File: src/rtl/hamming_serial_tx.sv
// Hamming(7,4) encoder feeding a FIFO and a four-lane serializer that sends codeword bit 1 first.
// Defining ERR_INJECT_EN adds an err_mask input that is XORed into each codeword when it is popped.
module hamming_serial_tx #(
  parameter int DEPTH      = 4,
  parameter int GAP_CYCLES = 1
) (
  input  logic                   clk,
  input  logic                   rst,
  input  logic                   in_valid,
  output logic                   in_ready,
  input  logic [0:5]             in_data,
`ifdef ERR_INJECT_EN
  input  logic [1:7]             err_mask,
`endif
  output logic [0:3]             tx_line,
  output logic [0:3]             tx_frame,
  output logic [$clog2(DEPTH):0] fifo_count,
  output logic                   busy
);
  localparam int AW = $clog2(DEPTH);
  localparam int GW = (GAP_CYCLES > 1) ? $clog2(GAP_CYCLES) : 1;
  localparam logic [GW-1:0] GAP_LAST = (GAP_CYCLES > 0) ? GW'(GAP_CYCLES - 1) : '0;

  typedef enum logic [1:0] {S_IDLE = 2'd0, S_SHIFT = 2'd1, S_GAP = 2'd2} state_t;
  typedef struct packed {
    logic [1:0] dest;
    logic [1:7] cw;
  } entry_t;

  logic [1:4]    w_d;
  entry_t        w_in, w_head;
  logic [1:7]    w_load_cw;
  logic          w_push, w_pop, w_full, w_empty, w_last_bit, w_gap_done;
  state_t        r_state, w_state_nxt;
  entry_t        r_mem [DEPTH];
  logic [AW-1:0] r_wr_ptr, r_rd_ptr;
  logic [AW:0]   r_count;
  logic [1:7]    r_sr;
  logic [2:0]    r_idx;
  logic [1:0]    r_dest;
  logic [GW-1:0] r_gap_cnt;
  logic [0:3]    w_line_nxt, w_frame_nxt, r_tx_line, r_tx_frame;

  assign w_d      = in_data[2:5];
  assign w_in.dest = in_data[0:1];
  assign w_in.cw  = {w_d[1] ^ w_d[2] ^ w_d[4], w_d[1] ^ w_d[3] ^ w_d[4], w_d[1],
                     w_d[2] ^ w_d[3] ^ w_d[4], w_d[2], w_d[3], w_d[4]};

  assign w_full   = (r_count == (AW+1)'(DEPTH));
  assign w_empty  = (r_count == '0);
  assign in_ready = ~rst & ~w_full;
  assign w_push   = in_valid & in_ready;
  assign w_head   = r_mem[r_rd_ptr];

`ifdef ERR_INJECT_EN
  assign w_load_cw = w_head.cw ^ err_mask;
`else
  assign w_load_cw = w_head.cw;
`endif

  always_ff @(posedge clk) begin
    if (w_push) r_mem[r_wr_ptr] <= w_in;
  end

  always_ff @(posedge clk or posedge rst) begin
    if (rst) begin
      r_wr_ptr <= '0;
      r_rd_ptr <= '0;
      r_count  <= '0;
    end else begin
      if (w_push) r_wr_ptr <= r_wr_ptr + 1'b1;
      if (w_pop)  r_rd_ptr <= r_rd_ptr + 1'b1;
      case ({w_push, w_pop})
        2'b10:   r_count <= r_count + 1'b1;
        2'b01:   r_count <= r_count - 1'b1;
        default: r_count <= r_count;
      endcase
    end
  end

  always_ff @(posedge clk or posedge rst) begin
    if (rst) r_state <= S_IDLE;
    else     r_state <= w_state_nxt;
  end

  assign w_last_bit = (r_idx == 3'd7);
  assign w_gap_done = (r_gap_cnt == GAP_LAST);

  // The last bit (no gap) or last gap cycle acts as IDLE, so a queued frame starts with no extra dead cycle.
  always_comb begin
    w_state_nxt = r_state;
    w_pop       = 1'b0;
    case (r_state)
      S_IDLE: if (!w_empty) begin
        w_pop       = 1'b1;
        w_state_nxt = S_SHIFT;
      end
      S_SHIFT: if (w_last_bit) begin
        if (GAP_CYCLES > 0) w_state_nxt = S_GAP;
        else if (!w_empty) begin
          w_pop       = 1'b1;
          w_state_nxt = S_SHIFT;
        end else w_state_nxt = S_IDLE;
      end
      S_GAP: if (w_gap_done) begin
        if (!w_empty) begin
          w_pop       = 1'b1;
          w_state_nxt = S_SHIFT;
        end else w_state_nxt = S_IDLE;
      end
      default: w_state_nxt = S_IDLE;
    endcase
  end

  always_ff @(posedge clk or posedge rst) begin
    if (rst) begin
      r_sr      <= '0;
      r_idx     <= '0;
      r_dest    <= '0;
      r_gap_cnt <= '0;
    end else begin
      if (w_pop) begin
        r_sr   <= w_load_cw;
        r_dest <= w_head.dest;
        r_idx  <= 3'd1;
      end else if (r_state == S_SHIFT) begin
        r_sr  <= {r_sr[2:7], 1'b0};
        r_idx <= r_idx + 3'd1;
      end
      r_gap_cnt <= (r_state == S_GAP) ? r_gap_cnt + 1'b1 : '0;
    end
  end

  always_comb begin
    w_line_nxt  = '0;
    w_frame_nxt = '0;
    for (int i = 0; i < 4; i++) begin
      if (r_state == S_SHIFT && r_dest == 2'(i)) begin
        w_frame_nxt[i] = 1'b1;
        w_line_nxt[i]  = r_sr[1];
      end
    end
  end

  always_ff @(posedge clk or posedge rst) begin
    if (rst) begin
      r_tx_line  <= '0;
      r_tx_frame <= '0;
    end else begin
      r_tx_line  <= w_line_nxt;
      r_tx_frame <= w_frame_nxt;
    end
  end

  assign tx_line    = r_tx_line;
  assign tx_frame   = r_tx_frame;
  assign fifo_count = r_count;
  assign busy       = (r_state != S_IDLE);
endmodule

File: config.mk
export PLATFORM = sky130hd
export DESIGN_NAME = hamming_serial_tx
export DESIGN_NICKNAME = d
export VERILOG_FILES = /design/src/rtl/hamming_serial_tx.sv
export SDC_FILE = /design/constraint.sdc
export NUM_CORES = 1
export LEC_CHECK = 0
export ABC_CLOCK_PERIOD_IN_PS = 5800
export BUFFER_PORTS_ARGS = -buffer_cell sky130_fd_sc_hd__buf_2
export CAP_MARGIN = 20
export CORE_MARGIN = 2
export CORE_UTILIZATION = 50
export DETAILED_ROUTE_END_ITERATION = 7
export GPL_ROUTABILITY_DRIVEN = 0
export PLACE_DENSITY = 0.77
export SYNTH_ARGS = -nofsm -noshare
export SYNTH_HDL_FRONTEND = slang
export SYNTH_SLANG_ARGS = --single-unit
File: constraint.sdc
create_clock -name clk -period 5.8 [get_ports clk]
set_input_delay 1.16 -clock clk [delete_from_list [all_inputs] [get_ports clk]]
set_output_delay 1.16 -clock clk [all_outputs]
set_load 0.05 [all_outputs]
### After elaboration in Yosys (flattened, before gate mapping)

Memory sizes are Yosys's and may differ from the RTL's.
Index checks and enable logic that the tools add are counted.

| word-level totals | value |
|---|---|
| bits of input ports | 9 |
| memory bits (writable) | 36 |
| latch bits | 0 |
| flip-flop bits (word level) | 30 |
| bits in read-only memories | 0 |
| memories | 1 |

| cells by class | value |
|---|---|
| divide/modulo/power cells | 0 |
| shift-type cells | 0 |
| $lt $le $gt $ge | 0 |
| multipliers | 0 |
| add/subtract/negate cells | 6 |
| bitwise operators | 10 |
| multiplexer cells | 24 |
| eq/ne operators | 12 |
| reductions and logical operators | 11 |

Memories:

| memory | depth | bits a word | rd ports | clocked after Yosys merged registers in | wr ports | RTL line | RTL |
|---|---|---|---|---|---|---|---|
| r_mem | 4 | 9 | 1 | 0 | 1 | 35 | `entry_t r_mem [DEPTH];` |

Operators with widths:

| operator | number |
|---|---|
| $mux 1 | 14 |
| $mux 7 | 2 |
| $eq 2x2->1 const B | 4 |
| $add 3x1->3 const B | 2 |
| $eq 2x1->1 const B | 3 |
| $eq 3x3->1 const B | 2 |
| $mux 2 | 3 |
| $mux 3 | 2 |
| $ne 2x2->1 const B | 3 |
| $pmux 2 s3 | 1 |
| $pmux 3 s2 | 1 |
| $reduce_bool 2->1 | 3 |
| $xor 1x1->1 | 6 |
| $add 2x1->2 const B | 2 |
| $logic_and 1x1->1 | 4 |
| $logic_not 2->1 | 2 |
| $logic_not 3->1 | 1 |
| $reduce_and 3->1 | 1 |
| $sub 3x1->3 const B | 1 |
| $and 1x1->1 | 2 |
| $not 1->1 | 2 |
| $pmux 1 s2 | 1 |
| $add 1x1->1 const B | 1 |

### Depth between registers and ports, before layout

Gate-level depths: netlist of the first run.

| logic depth | value |
|---|---|
| word-level depth | 6 |
| gate-level depth with buffers | 11 |
| mapped depth without buffers | 9 |

### Least setup slack after synthesis of the first run

Ideal clock, no wire load.

| path | value |
|---|---|
| kind | input to output |
| start | input rst |
| end | output in_ready |
| path slack | 2.720 ns |
| cell stages on the path | 1 |
| data arrival time | 1.920 ns |
| cell sequence | a21oi_1 |

| on the way | value |
|---|---|
| longest elaborated chain between the ends | 2 |

RTL lines:

| what | RTL line | RTL |
|---|---|---|
| start: declaration | 8 | `input logic rst,` |
| $not 1->1 | 51 | `assign in_ready = ~rst & ~w_full;` |
| $and 1x1->1 | 51 |  |
| end: declaration | 10 | `output logic in_ready,` |

Every way passes these cells.

### Worst setup path after layout of the first run

Same ends and word-level chain as after synthesis.

==> results.toml, run 1 <==
[global_routing]
grt_overflow = 0
antenna_found_initial = 0
grt_max_degree = 23
grt_pass1_vias = 1418
grt_pass1_wl_mm = 6.69
grt_use_total_pct = 14.8

[worst_hold_path]
hold_start = "r_gap_cnt"
min_delay_worst_endpoint = "r_gap_cnt"
min_path_cells = 1
worstHoldPathType = "flip-flop to flip-flop"

[critical_path]
slowest_stage = "buf_2"
reg2regPathDepth = 9
required_ns = 4.64
max_stage_delay_ns = 0.27
critPathCaptureType = "primary output"
cp-start-kind = "input port"
reg2reg_slack_ns = 3.45
r2r_end = "fifo_count[2]"
cpMostUsedCell = "buf_2"
worstPathArrival_ns = 1.64
path_max_fanout = 3
path_class = "input port to primary output"
timing.rr.start = "r_state[1]"
path_cells = "buf_2, a21oi_1, buf_2"

[sta]
max_slew_margin_pct = 42.7
hold_viol = 0
tns_ns = 0
max_freq_mhz = 357
report.final.slew_viol_count = 0
setup_viol = 0
fin_ws_ns = 3.00
tightestPinTransition_ns = 0.858
clock-skew-final_ns = 0.00786
layout_min_cycle_time_ns = 2.80
timing.final.crit_share_pct = 48.3
holdWs_ns = 0.484
rsz0062_at_grt = "no"

[logic_synthesis]
synthCells = 173
seq_area_frac_synth_pct = 67.4
synth_warnings = 0
synth.distinct_cells = 36
synthArstFlopShare_pct = 45.5
ys.flop_type = "edfxtp_1"
synthesis.area_um2 = 2720
avgSynthCellArea_um2 = 15.7
ys_ff_latch = 66
synth_nets = 190
synth-edff-count = 36

[clocking]
postCtsHoldBufs = 0
htreeDepth = 3
cts_buffer_depth = 2
clock_sinks = 66
tritoncts = "done"
clock_latency_ns = 0.34
clkTransAtPathRegs_ns = 0.06
ctsResizeCount = 0
root_buffer = "clkbuf_8"
cts_setup_buffers = 0
cts_made_buffers = 9

[final_layout]
final_nets = 217
drive_gt1_share_pct = 26.3
synthToLayoutAreaGrowth_pct = 14.3
fin_area_um2 = 3110
num_antenna_cells = 0
final_core_util_pct = 60.1
nFillCells = 402
final_cells = 275

[floorplanning]
fp.dieH_um = 77.7
start_util_pct = 52.5
die_w_um = 77.7
core_um2 = 5170
design.die.area_um2 = 6040
io_pins = 22
rows = 26

[power_and_ir_drop]
leakage_nw = 1.27
p_per_area_nw_per_um2 = 540
ir_worst_vdd_v = 0.000214
power_mw = 1.68

[run]
drv_cap = 0

[route]
drtIter0Drc = 52
first_pass_iters = 4
via_count = 1399
drt_wl_total_mm = 3.91
drc = 0
viasPerCell = 5.09
antenna_left = 0
post_drt_wl_per_cell_um = 14.2

[placed_design]
detailed_place_hpwl_mm = 2.63
dp_slack_ns = 2.99
io_buffers = 21
place_area_um2 = 2900
dp.cells = 259

[run_status]
outcome = "completed"
critical path, delay by kind of cell:
family	cells	cell delay, ns
compound gates	1	0.10
buf+inv	2	0.38
final cells by class:
cell class                      count  area, um2  share of cell area (%)
Clock inverter                      6       81.3                    2.62
Clock buffer                       10        128                    4.11
Sequential cell                    66       1830                    59.0
Timing Repair Buffer               22        133                    4.27
Inverter                            9       33.8                    1.09
Tap cell                           70       87.6                    2.82
Multi-Input combinational cell     92        812                    26.1
sequential cells by signal, summed over array words and instances (netlist names):
name and count:
r_rd_ptr 2, r_wr_ptr 2, tx_frame 4, r_dest 2
r_sr 7, r_mem 36, r_gap_cnt 1, tx_line 4
fifo_count 3, r_state 2, r_idx 3
logic make-up after synthesis:
kind of cell,synth area share (%)
buf+inv,2.72
mux,10.8
xor+xnor,3.87
compound gates,3.73
flops,67.4
simple gates,7.50
fa+ha+maj,3.96
placed cells by master, fill, tap and decap left out, types with 2 or more instances in the layout:
cell,count
nand3_1,7
inv_1,8
edfxtp_1,36
mux4_2,9
mux2_4,2
buf_2,21
nand2b_1,2
clkinv_2,2
nor2_1,5
xor2_1,2
a21oi_1,3
o21ai_1,6
bufinv_16,2
xnor2_1,10
ha_1,7
dfrtp_1,30
nand2_1,11
mux2i_1,5
and2_1,4
clkbuf_8,9
nor3_1,3
nor2b_1,3
report_power, final:
part | total [mW] | leakage [nW] | internal, mW | switching, mW
clock network | 0.405 | 0.104 | 0.239 | 0.166
registers | 0.719 | 0.703 | 0.620 | 0.0995
logic | 0.552 | 0.463 | 0.223 | 0.330
routing by layer:
| layer | GRT usage [%] | share of wire [%] |
|---|---|---|
| met1 | 19.0 | 44 |
| met4 | 8.04 | 2.4 |
| met2 | 23.0 | 49 |
| met3 | 3.84 | 4.1 |
| met5 | 0 | 0 |
Yosys cell counts, types with 2 or more instances:
cell type  count  area [um2]
edfxtp_1      36        1080
dfrtp_1       30         751
nand2_1       11        41.3
xnor2_1       10        87.6
mux4_2         9         203
inv_1          8        30.0
ha_1           7        87.6
nand3_1        7        35.0
o21ai_1        6        30.0
mux2i_1        5        50.1
nor2_1         5        18.8
and2_1         4        25.0
a21oi_1        3        15.0
nor2b_1        3        18.8
nor3_1         3        15.0
buf_2          2        10.0
buf_4          2        15.0
mux2_4         2        30.0
nand2b_1       2        12.5
xor2_1         2        17.5
worst max-delay path by stage:
stage                     startpoint        to  slack (ns)  cells after the start
after floorplan                  rst  in_ready        2.72                      1
after global placement           rst  in_ready        3.00                      3
after detailed placement         rst  in_ready        2.99                      3
after CTS                        rst  in_ready        2.99                      3
after global routing             rst  in_ready        2.97                      3
final                            rst  in_ready        3.00                      3
(Power assumes the default switching activity.)
==> inputs of run 2 (changes only) <==
--- a/config.mk
+++ b/config.mk
@@ -5,14 +5,15 @@
 export SDC_FILE = /design/constraint.sdc
 export NUM_CORES = 1
 export LEC_CHECK = 0
-export ABC_CLOCK_PERIOD_IN_PS = 5800
+export ABC_AREA = 1
+export ABC_CLOCK_PERIOD_IN_PS = 2330
 export BUFFER_PORTS_ARGS = -buffer_cell sky130_fd_sc_hd__buf_2
 export CAP_MARGIN = 20
 export CORE_MARGIN = 2
 export CORE_UTILIZATION = 50
 export DETAILED_ROUTE_END_ITERATION = 7
 export GPL_ROUTABILITY_DRIVEN = 0
-export PLACE_DENSITY = 0.77
+export PLACE_DENSITY = 0.8
 export SYNTH_ARGS = -nofsm -noshare
 export SYNTH_HDL_FRONTEND = slang
 export SYNTH_SLANG_ARGS = --single-unit
==> constraint.sdc (replaced) <==
create_clock -name clk -period 2.33 [get_ports clk]
set_input_delay 0.466 -clock clk [delete_from_list [all_inputs] [get_ports clk]]
set_output_delay 0.466 -clock clk [all_outputs]
set_load 0.05 [all_outputs]
==> results.toml, run 2 <==
[route]
drt_wl_total_mm = 5.05
post_drt_wl_per_cell_um = 12.8
via_count = 1895
drtIter0Drc = 106
first_pass_iters = 4
drc = 0
viasPerCell = 4.79
antenna_left = 0

[logic_synthesis]
synth_nets = 305
synth_top_area_share_pct = 36.5
synthArstFlopShare_pct = 45.5
avgSynthCellArea_um2 = 10.3
synth_warnings = 0
synthesis.area_um2 = 2960
synth.distinct_cells = 29
synthCells = 288
seq_area_frac_synth_pct = 61.8
synth.most_common_cell = "nand2_1"
synth_top_cell_by_area = "edfxtp_1"
synth_common_cells = "nand2_1 (71), inv_1 (52), nand3_1 (38)"
ys.flop_type = "edfxtp_1"
ys_ff_latch = 66
synth_area_leaders = "edfxtp_1 (36%), dfrtp_1 (25%), nand2_1 (9.0%), inv_1 (6.6%), nand3_1 (6.4%)"
synth-edff-count = 36

[clocking]
cts_setup_buffers = 0
ctsResizeCount = 0
tritoncts = "done"
postCtsHoldBufs = 0
clock_sinks = 66
root_buffer = "clkbuf_8"
clkTransAtPathRegs_ns = 0.07
clock_latency_ns = 0.34
htreeDepth = 3
cts_made_buffers = 9
cts_buffer_depth = 2

[sta]
rsz0062_at_grt = "no"
tightestPinTransition_ns = 0.622
layout_min_cycle_time_ns = 2.13
max_freq_mhz = 470
setup_viol = 0
clock-skew-final_ns = 0.00536
tns_ns = 0
report.final.slew_viol_count = 0
max_slew_margin_pct = 58.5
timing.final.crit_share_pct = 91.4
hold_viol = 0

[final_layout]
drive_gt1_share_pct = 17.4
final_nets = 333
fin_area_um2 = 3340
largest-register = "r_mem"
synthToLayoutAreaGrowth_pct = 12.6
layout_common_cells = "nand2_1 (71), inv_1 (51), nand3_1 (38)"
largest_registers = "r_mem: 36 flops, r_sr: 7 flops"
largest_reg_flops = 36
num_antenna_cells = 0
mostFrequentLayoutCell = "nand2_1"
nFillCells = 489

[floorplanning]
rows = 28
design.die.area_um2 = 6560
core_um2 = 5820
io_pins = 22
die_w_um = 81.0
start_util_pct = 51.0
fp.dieH_um = 81.0

[run]
drv_cap = 0

[critical_path]
critPathCaptureType = "flip-flop"
worstPathArrival_ns = 2.38
reg2reg_slack_ns = 0.20
path_max_fanout = 14
cp-start-kind = "flip-flop"
r2r_end = "fifo_count[2]"
reg2regPathDepth = 9
required_ns = 2.59
path_class = "flip-flop to flip-flop"
timing.rr.start = "r_state[0]"

[power_and_ir_drop]
p_per_area_nw_per_um2 = 1290
ir_worst_vdd_v = 0.000560
leakage_nw = 1.59

[global_routing]
grt_pass1_vias = 1798
antenna_found_initial = 0
grt_max_degree = 31
grt_overflow = 0
grt_pass1_wl_mm = 8.36
grt_use_total_pct = 17.4

[placed_design]
detailed_place_hpwl_mm = 3.27
io_buffers = 21
place_area_um2 = 3150

[run_status]
outcome = "completed"

[worst_hold_path]
worstHoldPathType = "input port to asynchronous set/reset pin"
-- run 2: cell count changes after synthesis, moves of 3 or more --
| cell | delta |
|---|---|
| nand2_1 | +60 |
| inv_1 | +44 |
| nand3_1 | +31 |
| mux4_2 | -9 |
| o21ai_1 | -6 |
| xnor2_1 | -6 |
| mux2i_1 | -5 |
| and2_1 | -4 |
| nand3_2 | +4 |
| nor4_1 | +4 |
| o21ai_0 | +4 |
| nor2b_1 | -3 |
| xor2_1 | +3 |
-- run 2: worst max-delay path by stage --
stage / slack, ns / start / cells after the start / end
final: 0.20 / r_state[0] / 9 / fifo_count[2]
after detailed placement: 0.22 / r_state[0] / 9 / fifo_count[2]
after global routing: 0.08 / r_state[0] / 9 / fifo_count[2]
after floorplan: 0.02 / rst / 8 / fifo_count[2]
after CTS: 0.20 / r_state[0] / 9 / fifo_count[2]
after global placement: 0.31 / r_state[0] / 9 / fifo_count[2]
-- run 2: cell type report --
| class | instances | area (um2) | area share, % |
|---|---|---|---|
| clock inverters | 7 | 60.1 | 1.80 |
| multi-input cells | 156 | 862 | 25.8 |
| flip-flops and latches | 66 | 1830 | 54.9 |
| inverters | 56 | 216 | 6.48 |
| well taps | 75 | 93.8 | 2.81 |
| clock buffers | 9 | 124 | 3.71 |
| repair buffers | 27 | 150 | 4.50 |
-- run 2: metal layers --
metal / global-route usage [%] / share of wire [%]
met2: 26.6 / 48
met4: 12.2 / 2.1
met5: 0 / 0
met3: 3.78 / 5.7
met1: 22.1 / 44
-- run 2: cell families (layout without fill, tap and decap cells) --
logic type	count (synthesis)	in the layout	share of synthesized area, %
AO/OA/AOI/OAI	9	9	2.07
XOR/XNOR	9	9	2.66
adder cells (fa/ha/maj)	8	8	3.63
buffers and inverters	66	99	9.88
flip-flops	66	66	61.8
AND/OR/NAND/NOR	130	130	20.0
-- run 2: critical path, cell delays in order, from the launching register on --
cell and delay [ns]:
dfrtp_1 0.49, a21oi_4 0.18, nand2_4 0.13, inv_4 0.17
ha_4 0.14, inv_1 0.06, fa_2 0.34, or2_2 0.29
nand2_1 0.08, xor2_1 0.17
-- run 2: where the power goes --
group          internal (mW)  switching [mW]
registers               1.54           0.196
logic                  0.504            1.16
clock network          0.480           0.421
-- run 2: through the flow --
| step | hold slack (ns) | total power, mW | setup slack, ns | cells | util, % |
|---|---|---|---|---|---|
| floorplan | 0.398 | 3.10 | 0.0249 | 288 | - |
| global placement | 0.474 | 3.34 | 0.310 | 380 | 54.2 |
| detailed placement | 0.482 | 3.42 | 0.218 | 380 | 54.2 |
| CTS | 0.266 | 4.34 | 0.197 | 396 | 57.4 |
| global route | 0.299 | 4.62 | 0.0846 | 396 | 57.4 |
| finish | 0.268 | 4.30 | 0.201 | 396 | 57.4 |
==> inputs of run 3 (changes only) <==
--- a/config.mk
+++ b/config.mk
@@ -6,14 +6,14 @@
 export NUM_CORES = 1
 export LEC_CHECK = 0
 export ABC_AREA = 1
-export ABC_CLOCK_PERIOD_IN_PS = 2330
+export ABC_CLOCK_PERIOD_IN_PS = 2000
 export BUFFER_PORTS_ARGS = -buffer_cell sky130_fd_sc_hd__buf_2
 export CAP_MARGIN = 20
 export CORE_MARGIN = 2
 export CORE_UTILIZATION = 50
 export DETAILED_ROUTE_END_ITERATION = 7
 export GPL_ROUTABILITY_DRIVEN = 0
-export PLACE_DENSITY = 0.8
+export PLACE_DENSITY = 0.77
 export SYNTH_ARGS = -nofsm -noshare
 export SYNTH_HDL_FRONTEND = slang
 export SYNTH_SLANG_ARGS = --single-unit
==> constraint.sdc (replaced) <==
create_clock -name clk -period 2 [get_ports clk]
set_input_delay 0.4 -clock clk [delete_from_list [all_inputs] [get_ports clk]]
set_output_delay 0.4 -clock clk [all_outputs]
set_load 0.05 [all_outputs]
==> results.toml, run 3 (synthesized netlist as in run 2, its figures left out) <==
[power_and_ir_drop]
p_per_area_nw_per_um2 = 1510
clkPwrFrac_pct = 22.3
power_frac_seq_pct = 38.2
sw_frac_of_total_pct = 41.2
ir_worst_vdd_v = 0.000662
leakage_nw = 1.62
combPwrFrac_pct = 39.6
p_int_mw = 3.03
power.switching_mw = 2.12

[clocking]
cts_setup_buffers = 0
root_buffer = "clkbuf_8"
ctsResizeCount = 0
cts_made_buffers = 9
clock_sinks = 66
htreeDepth = 3
postCtsHoldBufs = 0
tritoncts = "done"
clkTransAtPathRegs_ns = 0.08
clock_latency_ns = 0.34
cts_buffer_depth = 2

[floorplanning]
start_util_pct = 51.0
design.die.area_um2 = 6560
die_w_um = 81.0
io_pins = 22
rows = 28
fp.dieH_um = 81.0
core_um2 = 5820

[critical_path]
path_class = "flip-flop to flip-flop"
path_cells = "inv_2, nand3_1, nand3_4, ha_4, inv_2, fa_2, or2_4, nand2_2, xor2_1"
worstPathArrival_ns = 2.14
slowest_stage = "dfrtp_2"
reg2regPathDepth = 9
cp-start-kind = "flip-flop"
cpMostUsedCell = "inv_2"
required_ns = 2.27
max_stage_delay_ns = 0.42
cp.depth = 9
critPathCaptureType = "flip-flop"
crit_buf_inv = 2
path_max_fanout = 4
cp_top_family = "simple AND/OR/NAND/NOR gates"

[sta]
fin_ws_ns = 0.130
layout_min_cycle_time_ns = 1.87
timing.final.crit_share_pct = 93.5
max_slew_margin_pct = 59.7
tightestPinTransition_ns = 0.603
setup_viol = 0
max_freq_mhz = 535
rsz0062_at_grt = "no"
hold_viol = 0
report.final.slew_viol_count = 0
clock-skew-final_ns = 0.0107

[placed_design]
detailed_place_hpwl_mm = 3.39
io_buffers = 21
dp_slack_ns = 0.0592
place_area_um2 = 3200

[final_layout]
synthToLayoutAreaGrowth_pct = 14.9
num_antenna_cells = 0
drive_gt1_share_pct = 20.6
largest-register = "r_mem"
mostFrequentLayoutCell = "nand2_1"
final_nets = 338
largest_reg_flops = 36
layout_common_cells = "nand2_1 (70), inv_1 (49), nand3_1 (38)"
fin_area_um2 = 3400
largest_registers = "r_mem: 36 flops, r_sr: 7 flops"

[global_routing]
grt_max_degree = 31
grt_overflow = 0
antenna_found_initial = 0
grt_pass1_vias = 1864
grt_use_total_pct = 17.5
grt_pass1_wl_mm = 8.31

[route]
post_drt_wl_per_cell_um = 12.4
drtIter0Drc = 74
via_count = 1909
drt_wl_total_mm = 4.98
antenna_left = 0
drc = 0
first_pass_iters = 4
viasPerCell = 4.76

[worst_hold_path]
worstHoldPathType = "input port to asynchronous set/reset pin"

[run]
drv_cap = 0

[run_status]
outcome = "completed"
[run 3: power by group through the flow]
stage          logic, mW  clock network (mW)  registers [mW]
4_1_cts             2.06                1.17            1.97
3_5_place_dp        2.05                   0            2.00
3_3_place_gp        1.98                   0            1.98
6_report            2.04                1.15            1.97
2_1_floorplan       1.36                   0            2.28
5_1_grt             2.30                1.25            2.00
[run 3: tightest hold or removal path, cell delays in order]
cell        delay [ns]
buf_2             0.12
clkinvlp_4        0.09
buf_4             0.35
[run 3: per-stage QoR]
step           setup TNS, ns  power [mW]  utilization [%]  hold slack [ns]  cells
3_3_place_gp               0        3.97             55.0            0.485    385
6_report                   0        5.16             58.5            0.197    401
5_1_grt                    0        5.55             58.5            0.216    401
2_1_floorplan         -0.261        3.64                -            0.332    288
3_5_place_dp               0        4.05             55.0            0.491    385
4_1_cts                    0        5.20             58.5            0.195    401
[run 3: final cells by class]
cell class,count,area [um2]
clock buffers,9,124
clock inverters,7,82.6
fillers,490,2410
inverters,56,216
multi-input cells,156,867
flip-flops and latches,66,1830
well taps,75,93.8
repair buffers,32,188
[run 3: final timing paths]
kind	start	end	slack, ns
setup / recovery	fifo_count[1]	fifo_count[2]	0.13
setup reg to reg	fifo_count[1]	fifo_count[2]	0.13
hold reg to reg	fifo_count[0]	fifo_count[0]	0.51
min in group clk	in_data[0]	r_mem[2][8]	0.27
max in group asynchronous	rst	fifo_count[1]	1.51
hold / removal	rst	r_wr_ptr[0]	0.20
[run 3: per-layer routing]
| metal | vias to the layer above | share of wire, % | global-route usage [%] |
|---|---|---|---|
| li1 | 977 | - | - |
| met1 | 887 | 43 | 20.1 |
| met2 | 37 | 51 | 28.7 |
| met3 | 8 | 4.2 | 5.78 |
| met4 | 0 | 2.1 | 9.83 |
| met5 | - | 0 | 0 |
